===== config.mk =====
export PLATFORM = sky130hd
export DESIGN_NAME = phy_reset_seq_flat
export DESIGN_NICKNAME = d
export VERILOG_FILES = /design/src/rtl/phy_reset_seq_if.sv /design/src/rtl/phy_reset_seq.sv /design/src/flat_wrapper.sv
export SDC_FILE = /design/constraint.sdc
export NUM_CORES = 1
export LEC_CHECK = 0
export CAP_MARGIN = 20
export CORE_MARGIN = 2
export CORE_UTILIZATION = 50
export CTS_BUF_LIST = sky130_fd_sc_hd__clkbuf_4 sky130_fd_sc_hd__clkbuf_8 sky130_fd_sc_hd__clkbuf_16
export DETAILED_ROUTE_END_ITERATION = 10
export GPL_ROUTABILITY_DRIVEN = 0
export PLACE_DENSITY = 0.78
export SLEW_MARGIN = 20
export SYNTH_ARGS = -nofsm -noshare
export SYNTH_HDL_FRONTEND = slang
export SYNTH_SLANG_ARGS = --single-unit

===== constraint.sdc =====
create_clock -name clk -period 3.67 [get_ports clk]
set_clock_uncertainty 0.15 [all_clocks]
set_input_delay 0.367 -clock clk [delete_from_list [all_inputs] [get_ports clk]]
set_output_delay 0.367 -clock clk [all_outputs]
set_load 0.1 [all_outputs]

===== src/rtl/phy_reset_seq_if.sv =====
// Signal bundle between the PHY reset sequencer and its environment.
// The slave modport is the sequencer's view; the master modport is the environment's view.
interface phy_reset_seq_if #(
  parameter int NUM_CH = 2
);
  logic              i_locked;
  logic [NUM_CH-1:0] i_sw_rst_req;
  logic              i_fault;
  logic [NUM_CH-1:0] o_phy_resetn;
  logic              o_all_ready;
  logic              o_busy;
  logic              o_usr_led;

  modport master (
    output i_locked, i_sw_rst_req, i_fault,
    input  o_phy_resetn, o_all_ready, o_busy, o_usr_led
  );

  modport slave (
    input  i_locked, i_sw_rst_req, i_fault,
    output o_phy_resetn, o_all_ready, o_busy, o_usr_led
  );
endinterface


===== src/rtl/phy_reset_seq.sv =====
// PHY/SerDes reset sequencer: lock-qualified hold, staggered per-channel release, per-channel soft re-reset.
// Optional heartbeat LED is built only when PHY_RESET_SEQ_HEARTBEAT_EN is defined.
module phy_reset_seq #(
  parameter int NUM_CH         = 2,
  parameter int CNT_WIDTH      = 16,
  parameter int HOLD_CYCLES    = 65535,
  parameter int STAGGER_CYCLES = 1000,
  parameter int LED_DIV_BIT    = 26
) (
  input  logic           clk,
  input  logic           arst_n,
  phy_reset_seq_if.slave bus
);

  localparam int                   IDX_W       = (NUM_CH > 1) ? $clog2(NUM_CH) : 1;
  localparam logic [CNT_WIDTH-1:0] HOLD_LAST   = CNT_WIDTH'(HOLD_CYCLES - 1);
  localparam logic [CNT_WIDTH-1:0] STAG_LAST   = CNT_WIDTH'((STAGGER_CYCLES > 0) ? (STAGGER_CYCLES - 1) : 0);
  localparam logic [CNT_WIDTH-1:0] CNT_ONE     = CNT_WIDTH'(1);
  localparam logic [IDX_W-1:0]     IDX_LAST    = IDX_W'(NUM_CH - 1);
  localparam logic [IDX_W-1:0]     IDX_ONE     = IDX_W'(1);
  localparam bit                   ALL_AT_ONCE = (NUM_CH == 1) || (STAGGER_CYCLES == 0);

  typedef enum logic [1:0] {
    ST_WAIT_LOCK = 2'd0,
    ST_HOLD      = 2'd1,
    ST_STAGGER   = 2'd2,
    ST_RUN       = 2'd3
  } state_t;

  logic                 r_lock_meta;
  logic                 r_locked_s;
  state_t               r_state;
  state_t               w_state_nxt;
  logic [CNT_WIDTH-1:0] r_cnt;
  logic [CNT_WIDTH-1:0] w_cnt_nxt;
  logic [IDX_W-1:0]     r_idx;
  logic [IDX_W-1:0]     w_idx_nxt;
  logic [NUM_CH-1:0]    r_phy_resetn;
  logic [NUM_CH-1:0]    w_resetn_nxt;
  logic [NUM_CH-1:0]    r_sw_hold;
  logic [NUM_CH-1:0]    w_sw_hold_nxt;
  logic [CNT_WIDTH-1:0] r_sw_cnt [NUM_CH];
  logic [CNT_WIDTH-1:0] w_sw_cnt_nxt [NUM_CH];
  logic                 r_all_ready;
  logic                 w_ready_nxt;
  logic                 r_busy;
  logic                 w_busy_nxt;

  // Two-flop synchroniser for the asynchronous PLL lock.
  always_ff @(posedge clk or negedge arst_n) begin
    if (!arst_n) begin
      r_lock_meta <= 1'b0;
      r_locked_s  <= 1'b0;
    end else begin
      r_lock_meta <= bus.i_locked;
      r_locked_s  <= r_lock_meta;
    end
  end

  // Sequencer state, counters and registered outputs.
  always_ff @(posedge clk or negedge arst_n) begin
    if (!arst_n) begin
      r_state      <= ST_WAIT_LOCK;
      r_cnt        <= '0;
      r_idx        <= '0;
      r_phy_resetn <= '0;
      r_sw_hold    <= '0;
      r_sw_cnt     <= '{default: '0};
      r_all_ready  <= 1'b0;
      r_busy       <= 1'b1;
    end else begin
      r_state      <= w_state_nxt;
      r_cnt        <= w_cnt_nxt;
      r_idx        <= w_idx_nxt;
      r_phy_resetn <= w_resetn_nxt;
      r_sw_hold    <= w_sw_hold_nxt;
      r_sw_cnt     <= w_sw_cnt_nxt;
      r_all_ready  <= w_ready_nxt;
      r_busy       <= w_busy_nxt;
    end
  end

  // Next-state and output decode; counters stop at their terminal value, so they cannot wrap.
  always_comb begin
    w_state_nxt   = r_state;
    w_cnt_nxt     = r_cnt;
    w_idx_nxt     = r_idx;
    w_resetn_nxt  = r_phy_resetn;
    w_sw_hold_nxt = r_sw_hold;
    w_sw_cnt_nxt  = r_sw_cnt;
    if (!r_locked_s) begin
      w_state_nxt   = ST_WAIT_LOCK;
      w_cnt_nxt     = '0;
      w_idx_nxt     = '0;
      w_resetn_nxt  = '0;
      w_sw_hold_nxt = '0;
      w_sw_cnt_nxt  = '{default: '0};
    end else begin
      case (r_state)
        ST_WAIT_LOCK: begin
          w_state_nxt  = ST_HOLD;
          w_cnt_nxt    = '0;
          w_idx_nxt    = '0;
          w_resetn_nxt = '0;
        end
        ST_HOLD: begin
          w_resetn_nxt = '0;
          if (r_cnt >= HOLD_LAST) begin
            w_cnt_nxt = '0;
            if (ALL_AT_ONCE) begin
              w_resetn_nxt = '1;
              w_state_nxt  = ST_RUN;
            end else begin
              w_resetn_nxt[0] = 1'b1;
              w_idx_nxt       = IDX_ONE;
              w_state_nxt     = ST_STAGGER;
            end
          end else begin
            w_cnt_nxt = r_cnt + CNT_ONE;
          end
        end
        ST_STAGGER: begin
          if (r_cnt >= STAG_LAST) begin
            w_cnt_nxt           = '0;
            w_resetn_nxt[r_idx] = 1'b1;
            if (r_idx == IDX_LAST) begin
              w_state_nxt = ST_RUN;
            end else begin
              w_idx_nxt = r_idx + IDX_ONE;
            end
          end else begin
            w_cnt_nxt = r_cnt + CNT_ONE;
          end
        end
        ST_RUN: begin
          // A request always (re)starts its channel's hold from zero.
          for (int k = 0; k < NUM_CH; k++) begin
            if (bus.i_sw_rst_req[k]) begin
              w_sw_hold_nxt[k] = 1'b1;
              w_sw_cnt_nxt[k]  = '0;
              w_resetn_nxt[k]  = 1'b0;
            end else if (r_sw_hold[k]) begin
              if (r_sw_cnt[k] >= HOLD_LAST) begin
                w_sw_hold_nxt[k] = 1'b0;
                w_resetn_nxt[k]  = 1'b1;
              end else begin
                w_sw_cnt_nxt[k] = r_sw_cnt[k] + CNT_ONE;
              end
            end else begin
              w_resetn_nxt[k] = 1'b1;
            end
          end
        end
        default: begin
          w_state_nxt  = ST_WAIT_LOCK;
          w_resetn_nxt = '0;
        end
      endcase
    end
    w_ready_nxt = (w_state_nxt == ST_RUN) && (&w_resetn_nxt);
    w_busy_nxt  = (w_state_nxt != ST_RUN) || (|w_sw_hold_nxt);
  end

  assign bus.o_phy_resetn = r_phy_resetn;
  assign bus.o_all_ready  = r_all_ready;
  assign bus.o_busy       = r_busy;

`ifdef PHY_RESET_SEQ_HEARTBEAT_EN
  localparam int HB_W = LED_DIV_BIT + 1;

  logic [HB_W-1:0] r_hb_cnt;
  logic            r_usr_led;
  logic            w_led_nxt;

  // LED source: fault solid, ready slow blink, otherwise fast blink.
  always_comb begin
    w_led_nxt = 1'b0;
    if (bus.i_fault) begin
      w_led_nxt = 1'b1;
    end else if (r_all_ready) begin
      w_led_nxt = r_hb_cnt[LED_DIV_BIT];
    end else begin
      w_led_nxt = r_hb_cnt[LED_DIV_BIT-3];
    end
  end

  // Free-running heartbeat divider and registered LED.
  always_ff @(posedge clk or negedge arst_n) begin
    if (!arst_n) begin
      r_hb_cnt  <= '0;
      r_usr_led <= 1'b0;
    end else begin
      r_hb_cnt  <= r_hb_cnt + HB_W'(1);
      r_usr_led <= w_led_nxt;
    end
  end

  assign bus.o_usr_led = r_usr_led;
`else
  logic w_unused_fault;

  assign w_unused_fault = bus.i_fault;
  assign bus.o_usr_led  = 1'b0;
`endif

endmodule


===== src/flat_wrapper.sv =====
// flat-port wrapper written by rule: the top's interface ports become plain ports
module phy_reset_seq_flat 
#(
  parameter int NUM_CH         = 2,
  parameter int CNT_WIDTH      = 16,
  parameter int HOLD_CYCLES    = 65535,
  parameter int STAGGER_CYCLES = 1000,
  parameter int LED_DIV_BIT    = 26
)
  (clk, arst_n, bus_i_locked, bus_i_sw_rst_req, bus_i_fault, bus_o_phy_resetn, bus_o_all_ready, bus_o_busy, bus_o_usr_led);
  phy_reset_seq_if #(.NUM_CH(NUM_CH)) bus_i ();
  input  logic clk;
  input  logic arst_n;
  input wire logic [$bits(bus_i.i_locked)-1:0] bus_i_locked;
  input wire logic [$bits(bus_i.i_sw_rst_req)-1:0] bus_i_sw_rst_req;
  input wire logic [$bits(bus_i.i_fault)-1:0] bus_i_fault;
  output wire logic [$bits(bus_i.o_phy_resetn)-1:0] bus_o_phy_resetn;
  output wire logic [$bits(bus_i.o_all_ready)-1:0] bus_o_all_ready;
  output wire logic [$bits(bus_i.o_busy)-1:0] bus_o_busy;
  output wire logic [$bits(bus_i.o_usr_led)-1:0] bus_o_usr_led;
  assign bus_i.i_locked = bus_i_locked;
  assign bus_i.i_sw_rst_req = bus_i_sw_rst_req;
  assign bus_i.i_fault = bus_i_fault;
  assign bus_o_phy_resetn = bus_i.o_phy_resetn;
  assign bus_o_all_ready = bus_i.o_all_ready;
  assign bus_o_busy = bus_i.o_busy;
  assign bus_o_usr_led = bus_i.o_usr_led;
  phy_reset_seq #(.NUM_CH(NUM_CH), .CNT_WIDTH(CNT_WIDTH), .HOLD_CYCLES(HOLD_CYCLES), .STAGGER_CYCLES(STAGGER_CYCLES), .LED_DIV_BIT(LED_DIV_BIT)) u_core (.clk(clk), .arst_n(arst_n), .bus(bus_i));
endmodule

**Yosys cells after proc, flatten, opt, wreduce, memory -nomap -nowiden**

Cells that the tools add are included.
W data, S select, Z words.

- Reductions and logical operators: 9
- Multiplexer cells: 42
- Equal/unequal tests: 13
- Magnitude comparators: 6
- Add/sub/neg operators: 4
- Bitwise operators: 1

Operators with widths:

| kind | count |
|---|---|
| $mux W16 | 9 |
| $mux W32 | 2 |
| $add A16 B1 Y16 const B | 3 |
| $ge A16 B16 Y1 const B | 3 |
| $pmux W16 S3 | 1 |
| $mux W1 | 18 |
| $ne A3 B3 Y1 const B | 6 |
| $ge A16 B10 Y1 const B | 1 |
| $mux W2 | 8 |
| $reduce_and A3 Y1 | 3 |
| $pmux W2 S4 | 1 |
| $eq A2 B2 Y1 const B | 3 |
| $pmux W2 S3 | 1 |
| $ne A2 B2 Y1 const B | 2 |
| $ne A4 B4 Y1 const B | 1 |
| $pmux W1 S3 | 1 |
| $eq A2 B1 Y1 const B | 1 |
| $logic_and A1 B1 Y1 | 2 |
| $logic_not A2 Y1 | 1 |
| $lt A1 B2 Y1 const B | 1 |
| $or A2 B2 Y2 | 1 |
| $reduce_and A2 Y1 | 1 |
| $reduce_or A2 Y1 | 1 |
| $add A1 B1 Y1 const B | 1 |
| other kinds (3) | 3 |

- Input port bits: 6
- Register bits after elaboration: 59
- Word-level logic and storage cells: 86

**Longest topological paths before layout**

Gate-level depths: netlist (run 1).

- Word-level depth: 10
- Mapped depth: 9
- Gate-level depth less buffers: 8

**Worst setup path after synthesis (run 1)**

Ideal clock, no wire load.

- Path kind: flip-flop to flip-flop
- Start: register u_core.r_cnt[0]
- End: register u_core.r_cnt[8]
- Stages on the path, launching flop included: 8
- Buffers on the path: 0
- Setup slack: 1410 ps
- Required time: 3451 ps
- Arrival: 2042 ps
- Cell sequence: dfrtp_1 > ha_1 > a211oi_1 > nor3_1 > or3b_4 > a21o_4 > or3_1 > nand3_1

- Word-level cells in the longest chain between the ends: 4
- Elaborated cells between the ends (all ways): 7
- Those cells by class: add/sub (1); order compare (2); mux (4)

RTL lines:

| what | line | text |
|---|---|---|
| start, declared | phy_reset_seq.sv:34 | `logic [CNT_WIDTH-1:0] r_cnt;` |
| start signal, assigned | phy_reset_seq.sv:73 | `r_cnt <= w_cnt_nxt;` |
| $add A16 B1 Y16, or another cell as far along | phy_reset_seq.sv:119, phy_reset_seq.sv:132 |  |
| $mux W16 (on tied branches) | phy_reset_seq.sv:123, phy_reset_seq.sv:108 |  |
| $pmux W16 S3 * | phy_reset_seq.sv:99 | `case (r_state)` |
| $mux W16 * | phy_reset_seq.sv:91 | `if (!r_locked_s) begin` |

Every way passes the cells marked *; elsewhere a longest branch is shown, timed or not.
A chain may end at the register's enable or synchronous reset.

**Worst setup path after layout (run 1)**

- Start: register u_core.r_cnt[0]
- End: register u_core.r_cnt[7]

The elaborated chain is that of the path after synthesis.

==> flow_summary.yaml, run 1 <==
run_status:
  status: "complete, but fails checks"
  violations: "negative hold slack"
routing:
  vias_per_cell: 5.95
  wl_per_cell_um: 15.0
  drc_errors: 0
  via_count: 2819
  wirelength_um: 7090
  initialDrtViolationCount: 154
  ant_nets: 0
  dr.pass1.iters: 4
cells_and_area:
  instances_no_fill: 474
  antenna_cells: 0
  layout.nets: 406
  syn_to_final_growth_pct: 10.0
  fin_area_um2: 3730
  final.fill_count: 607
  drive_above_1_share: 0.0812
  post-route-util: 0.559
timing:
  max-slew-margin-rel: 0.355
  hold_viol: 36
  whs_ns: -0.0124
  rsz0062_at_grt: "false"
  setup_viol: 0
  finalCriticalPeriod_ns: 2.53
  finalCritPeriodShare: 0.688
  tns_ns: 0
  tightest_slew_ns: 0.965
  max_freq_ghz: 0.396
  slew_violations: 0
yosys:
  ys_ff_latch: 59
  netlist_area_um2: 3390
  yosysTopAreaCell: "dfrtp_1"
  syn_nets: 397
  synth_warnings: 0
  ys.flop_type: "dfrtp_1"
  synthArstFlopShare: 1.00
  seq_area_frac_synth: 0.435
  synth_edf_count: 0
  synth_top_area_share: 0.428
  synthCells: 381
  synth_area_per_cell_um2: 8.91
  ys_types: 64
  synth.area.top_cells: "dfrtp_1 (43%), nand2_1 (4.0%), nand3_1 (4.0%), nor2_1 (3.8%), ha_1 (3.7%)"
  synthTopCellsByCount: "dfrtp_1 (58), nand2_1 (36), nor2_1 (34), nand3_1 (27), o21ai_0 (23)"
  synth.most_common_cell: "dfrtp_1"
power:
  max-vdd-ir-drop_mv: 0.189
  p_total_mw: 1.33
  p_leak_nw: 1.55
  powerDensity_nw_per_um2: 358
clock_network:
  postCtsHoldBufs: 0
  cts_setup_buffers: 0
  cts_tree: "yes"
  h-tree-depth: 3
  path_clk_slew_ns: 0.06
  cts_inserted_buffers: 9
  cts_sinks: 59
  cts_max_path_buffers: 2
  clk_latency_ns: 0.35
  cts_resized: 0
  root_buffer: "clkbuf_8"
grt:
  first_global_vias: 2716
  grt_max_degree: 39
  overflow: 0
  antenna_found_initial: 0
  grt_pass1_wl_um: 12400
  grt_usage: 0.208
place:
  dp.cells: 459
  hpwl_um: 4830
  place_area_um2: 3530
  portBuffers: 8
setup_path:
  critPathKind: "register to register"
  critPathMaxFanout: 12
  critPathTopFamily: "compound AO/OA/AOI/OAI gates"
  slowest_delay_ns: 0.47
  cp_data_arrival_time_ns: 2.63
  crit_buf_inv: 0
  crit_chain: "ha_1, a211oi_1, nor3_1, or3b_4, a21oi_2, a21oi_1, o21ai_0"
  startpoint: "u_core.r_cnt[0]"
  reg2reg_from: "u_core.r_cnt[0]"
  critPathCaptureType: "register"
  crit_path_top_delay_cell: "a21oi_2"
  startpoint_type: "register"
  cp.required_ns: 3.78
job:
  cap_violations: 0
die:
  die_h_um: 86.4
  rows: 30
  start_util: 0.508
  die_w_um: 86.4
  core_um2: 6680
  boundaryPins: 11
  dieArea_um2: 7460
min_path:
  hp-class: "primary input to async pin"
-- cells in the final DEF, fill, tap and decap left out, types with 2 or more instances in the layout --
cell type / netlist / routed
nand2_1: 36 / 36
dfrtp_1: 58 / 58
o21a_1: 9 / 9
o2bb2ai_1: 2 / 2
a31oi_1: 5 / 5
nor2_1: 34 / 34
nor3_1: 15 / 15
nand2b_1: 3 / 3
clkdlybuf4s50_1: 0 / 7
nor2b_1: 3 / 3
clkbuf_8: 0 / 11
a21boi_0: 8 / 8
nand4b_1: 2 / 2
and3_1: 5 / 5
o21ai_0: 23 / 23
a41oi_1: 2 / 2
buf_4: 1 / 4
o22ai_1: 2 / 2
xor2_1: 11 / 11
a21o_1: 5 / 5
o211ai_1: 6 / 6
a211oi_1: 3 / 3
a21oi_1: 21 / 21
o2111ai_1: 3 / 3
inv_1: 17 / 17
nand4_1: 9 / 9
or3_1: 8 / 8
ha_1: 10 / 10
nand3_1: 27 / 27
and2_1: 2 / 2
clkbuf_4: 0 / 2
nor4_1: 6 / 6
-- report_power, final --
group          switching [mW]  leakage, nW  total [mW]  internal [mW]
Clock                   0.249        0.106       0.610          0.361
Sequential            0.00715        0.814       0.661          0.654
Combinational          0.0445        0.634      0.0637         0.0193
Total                   0.301         1.55        1.33           1.03
-- registers in the layout, summed over array words and instances, names as in the netlist --
name and cells:
u_core.bus.o_all_ready 1, u_core.bus.o_busy 1, u_core.bus.o_phy_resetn 2, u_core.r_cnt 16
u_core.r_idx 1, u_core.r_lock_meta 1, u_core.r_locked_s 1, u_core.r_state 2
u_core.r_sw_cnt 32, u_core.r_sw_hold 2
-- cells by family (layout without fill, tap and decap cells) --
family | count (synthesis) | in the layout | synth area share
AOI/OAI and AO/OA | 107 | 107 | 0.214
xor gates and xnor gates | 12 | 12 | 0.0310
muxes | 1 | 1 | 0.00295
adders and majority gates | 10 | 10 | 0.0369
other | 1 | 1 | 0.00111
and+or+nand+nor | 160 | 160 | 0.241
DFF | 59 | 59 | 0.435
buffers and inverters | 31 | 44 | 0.0383
-- path summary, 6_finish.rpt --
| check | to | slack [ns] | cells after the start |
|---|---|---|---|
| min in group clk | u_core.r_locked_s | 0.21 | 0 |
| max | u_core.r_cnt[7] | 1.14 | 7 |
| max reg2reg | u_core.r_cnt[7] | 1.14 | 7 |
| max in group asynchronous | u_core.r_state[0] | 2.57 | 2 |
| min reg2reg | u_core.r_locked_s | 0.21 | 0 |
| min | u_core.r_sw_cnt[5] | -0.01 | 1 |
-- stage by stage --
stage	hold slack, ns	setup WS [ns]
2_1_floorplan	-0.0786	1.41
3_3_place_gp	0.190	1.07
3_5_place_dp	0.192	1.06
4_1_cts	0.0138	1.15
5_1_grt	0.0564	0.835
6_report	-0.0124	1.14
-- area by class of cell --
| type | count | area (um2) | share of cell area |
|---|---|---|---|
| Clock inverter | 2 | 35.0 | 0.00938 |
| Sequential cell | 59 | 1480 | 0.396 |
| Clock buffer | 13 | 166 | 0.0446 |
| Multi-Input combinational cell | 291 | 1790 | 0.478 |
| Inverter | 17 | 63.8 | 0.0171 |
| Tap cell | 80 | 100 | 0.0268 |
| Timing Repair Buffer | 12 | 105 | 0.0282 |
-- worst reg2reg max path: stages, from the launching register on --
cell,delay [ns]
dfrtp_1,0.42
ha_1,0.28
a211oi_1,0.25
nor3_1,0.12
or3b_4,0.45
a21oi_2,0.47
a21oi_1,0.12
o21ai_0,0.18
-- routing by layer --
metal | part of all wire | GRT usage | vias to the layer above | wire length [um]
li1 | - | - | 1407 | -
met1 | 0.49 | 0.282 | 1371 | 3510
met2 | 0.46 | 0.322 | 29 | 3270
met3 | 0.026 | 0.0333 | 12 | 184
met4 | 0.017 | 0.108 | 0 | 123
met5 | 0 | 0 | - | 0
No activity file was read; power rests on OpenSTA's default activity.
==> inputs of run 2 (changes only) <==
Clock period 3.67 ns to 2.35 ns, I/O delays scaled along.
==> flow_summary.yaml, run 2 (synthesis results as in run 1) <==
run_status:
  status: "completed"
min_path:
  hp-start: "bus_i_locked"
  hp-class: "primary input to register"
  min_path_cells: 1
  hold_path_end: "u_core.r_lock_meta"
cells_and_area:
  largest_register_ffs: 32
  fin_area_um2: 3980
  drive_above_1_share: 0.151
  reg_top3: "u_core.r_sw_cnt: 32 flops, u_core.r_cnt: 16 flops"
  final_common_cell: "dfrtp_1"
  regMostFlops: "u_core.r_sw_cnt"
  antenna_cells: 0
  layout.nets: 428
  syn_to_final_growth_pct: 17.2
  layout_common_cells: "dfrtp_1 (58), nand2_1 (36), nor2_1 (34)"
clock_network:
  cts_sinks: 59
  cts_tree: "yes"
  clk_latency_ns: 0.34
  h-tree-depth: 3
  cts_inserted_buffers: 9
  cts_max_path_buffers: 2
  root_buffer: "clkbuf_8"
  path_clk_slew_ns: 0.06
power:
  p_total_mw: 2.22
  powerDensity_nw_per_um2: 557
  max-vdd-ir-drop_mv: 0.303
  p_leak_nw: 1.69
grt:
  grt_pass1_wl_um: 13100
  grt_usage: 0.220
  first_global_vias: 2818
  grt_max_degree: 40
  antenna_found_initial: 0
  overflow: 0
die:
  die_w_um: 86.4
  die_h_um: 86.4
  rows: 30
  boundaryPins: 11
  start_util: 0.508
  core_um2: 6680
  dieArea_um2: 7460
timing:
  max_freq_ghz: 0.438
  finalCritPeriodShare: 0.972
  max-slew-margin-rel: 0.583
  worst_slack_ns: 0.0661
  hold_viol: 0
  setup_viol: 0
  slew_violations: 0
  finalCriticalPeriod_ns: 2.28
  tightest_slew_ns: 0.626
routing:
  wl_per_cell_um: 15.6
  initialDrtViolationCount: 254
  wirelength_um: 7750
  vias_per_cell: 6.09
  dr.pass1.iters: 5
  via_count: 3028
  ant_nets: 0
  drc_errors: 0
setup_path:
  critPathCaptureType: "register"
  cp_data_arrival_time_ns: 2.39
  critPathKind: "register to register"
  crit_buf_inv: 2
  r2r_cells: 9
  crit_cells: 9
  slowest_delay_ns: 0.43
  r2r_end: "u_core.r_cnt[10]"
  critPathTopFamily: "compound AO/OA/AOI/OAI gates"
  reg2reg_from: "u_core.r_cnt[0]"
  crit_chain: "ha_2, a211oi_2, nor3_1, or3b_4, buf_4, a21oi_2, buf_6, a21oi_1, o21ai_0"
  critPathMaxFanout: 12
  cp.required_ns: 2.45
  rrSetupSlack_ns: 0.07
  startpoint_type: "register"
  crit_path_top_delay_cell: "or3b_4"
place:
  portBuffers: 8
  place_area_um2: 3680
  hpwl_um: 5170
  pre_cts_slack_ns: 0.0277
job:
  cap_violations: 0
==> run 2: cell types whose count changed in the layout (fill, tap and decap cells not counted), sizes merged <==
cell and delta:
clkdlybuf4s50 -4, bufinv +1, dlygate4sd3 +1, buf +24, clkinv +2, clkbuf -2
a21o +1
==> run 2: where the power goes <==
part / total [mW] / internal (mW) / switching, mW
logic: 0.120 / 0.0420 / 0.0776
clock network: 1.07 / 0.649 / 0.417
registers: 1.03 / 1.02 / 0.00842
total: 2.22 / 1.71 / 0.503
==> run 2: per-layer routing <==
metal	vias up	GRT usage	wire (um)
met2	75	0.346	3700
li1	1462	-	-
met4	0	0.0909	138
met1	1476	0.302	3590
met5	-	0	0
met3	15	0.0371	326
==> run 2: through the flow <==
stage | hold WS (ns) | setup TNS (ns) | util | std cells
final | 0.187 | 0 | 0.595 | 497
after global routing | 0.185 | -0.123 | 0.595 | 497
after CTS | 0.183 | 0 | 0.586 | 495
after detailed placement | 0.0798 | 0 | 0.550 | 478
after global placement | 0.0674 | 0 | 0.550 | 478
after floorplan | -0.211 | 0 | - | 381
==> run 2: area by class of cell <==
type	count	area (um2)
Inverter	17	63.8
Clock inverter	5	75.1
Tap cell	80	100
Fill cell	584	2700
Timing Repair Buffer	33	284
Multi-Input combinational cell	292	1830
Clock buffer	11	151
Sequential cell	59	1480
==> run 2: worst max-delay path by stage <==
stage	slack [ns]	end	start
2_1_floorplan	0.09	u_core.r_cnt[8]	u_core.r_cnt[0]
3_5_place_dp	0.03	u_core.r_cnt[15]	u_core.r_cnt[0]
3_3_place_gp	0.09	u_core.r_cnt[15]	u_core.r_cnt[0]
6_report	0.07	u_core.r_cnt[10]	u_core.r_cnt[0]
5_1_grt	-0.03	u_core.r_cnt[15]	u_core.r_cnt[0]
4_1_cts	0.02	u_core.r_cnt[15]	u_core.r_cnt[0]
==> run 2: worst reg2reg max path: cells and delay by family (launching register included) <==
kind / cells / cell delay (ns)
AND/OR/NAND/NOR: 2 / 0.52
adder cells (fa/ha/maj): 1 / 0.20
buffers and inverters: 2 / 0.34
flip-flops: 1 / 0.38
AO/OA/AOI/OAI: 4 / 0.61
==> run 2: repair_timing <==
| action | 4_1_cts | 5_1_grt |
|---|---|---|
| gates resized for setup | 0 | 9 |
| endpoints found under the setup margin | 0 | 16 |
| setup buffers | 0 | 1 |
| hold endpoints to repair | 20 | 0 |
| hold buffers | 1 | 0 |
==> inputs of run 3 (changes only) <==
Settings changed: CTS_CLUSTER_SIZE set to 12.
==> results of run 3 <==
Same layout as run 2: the final DEF is identical, and so are final timing and power.
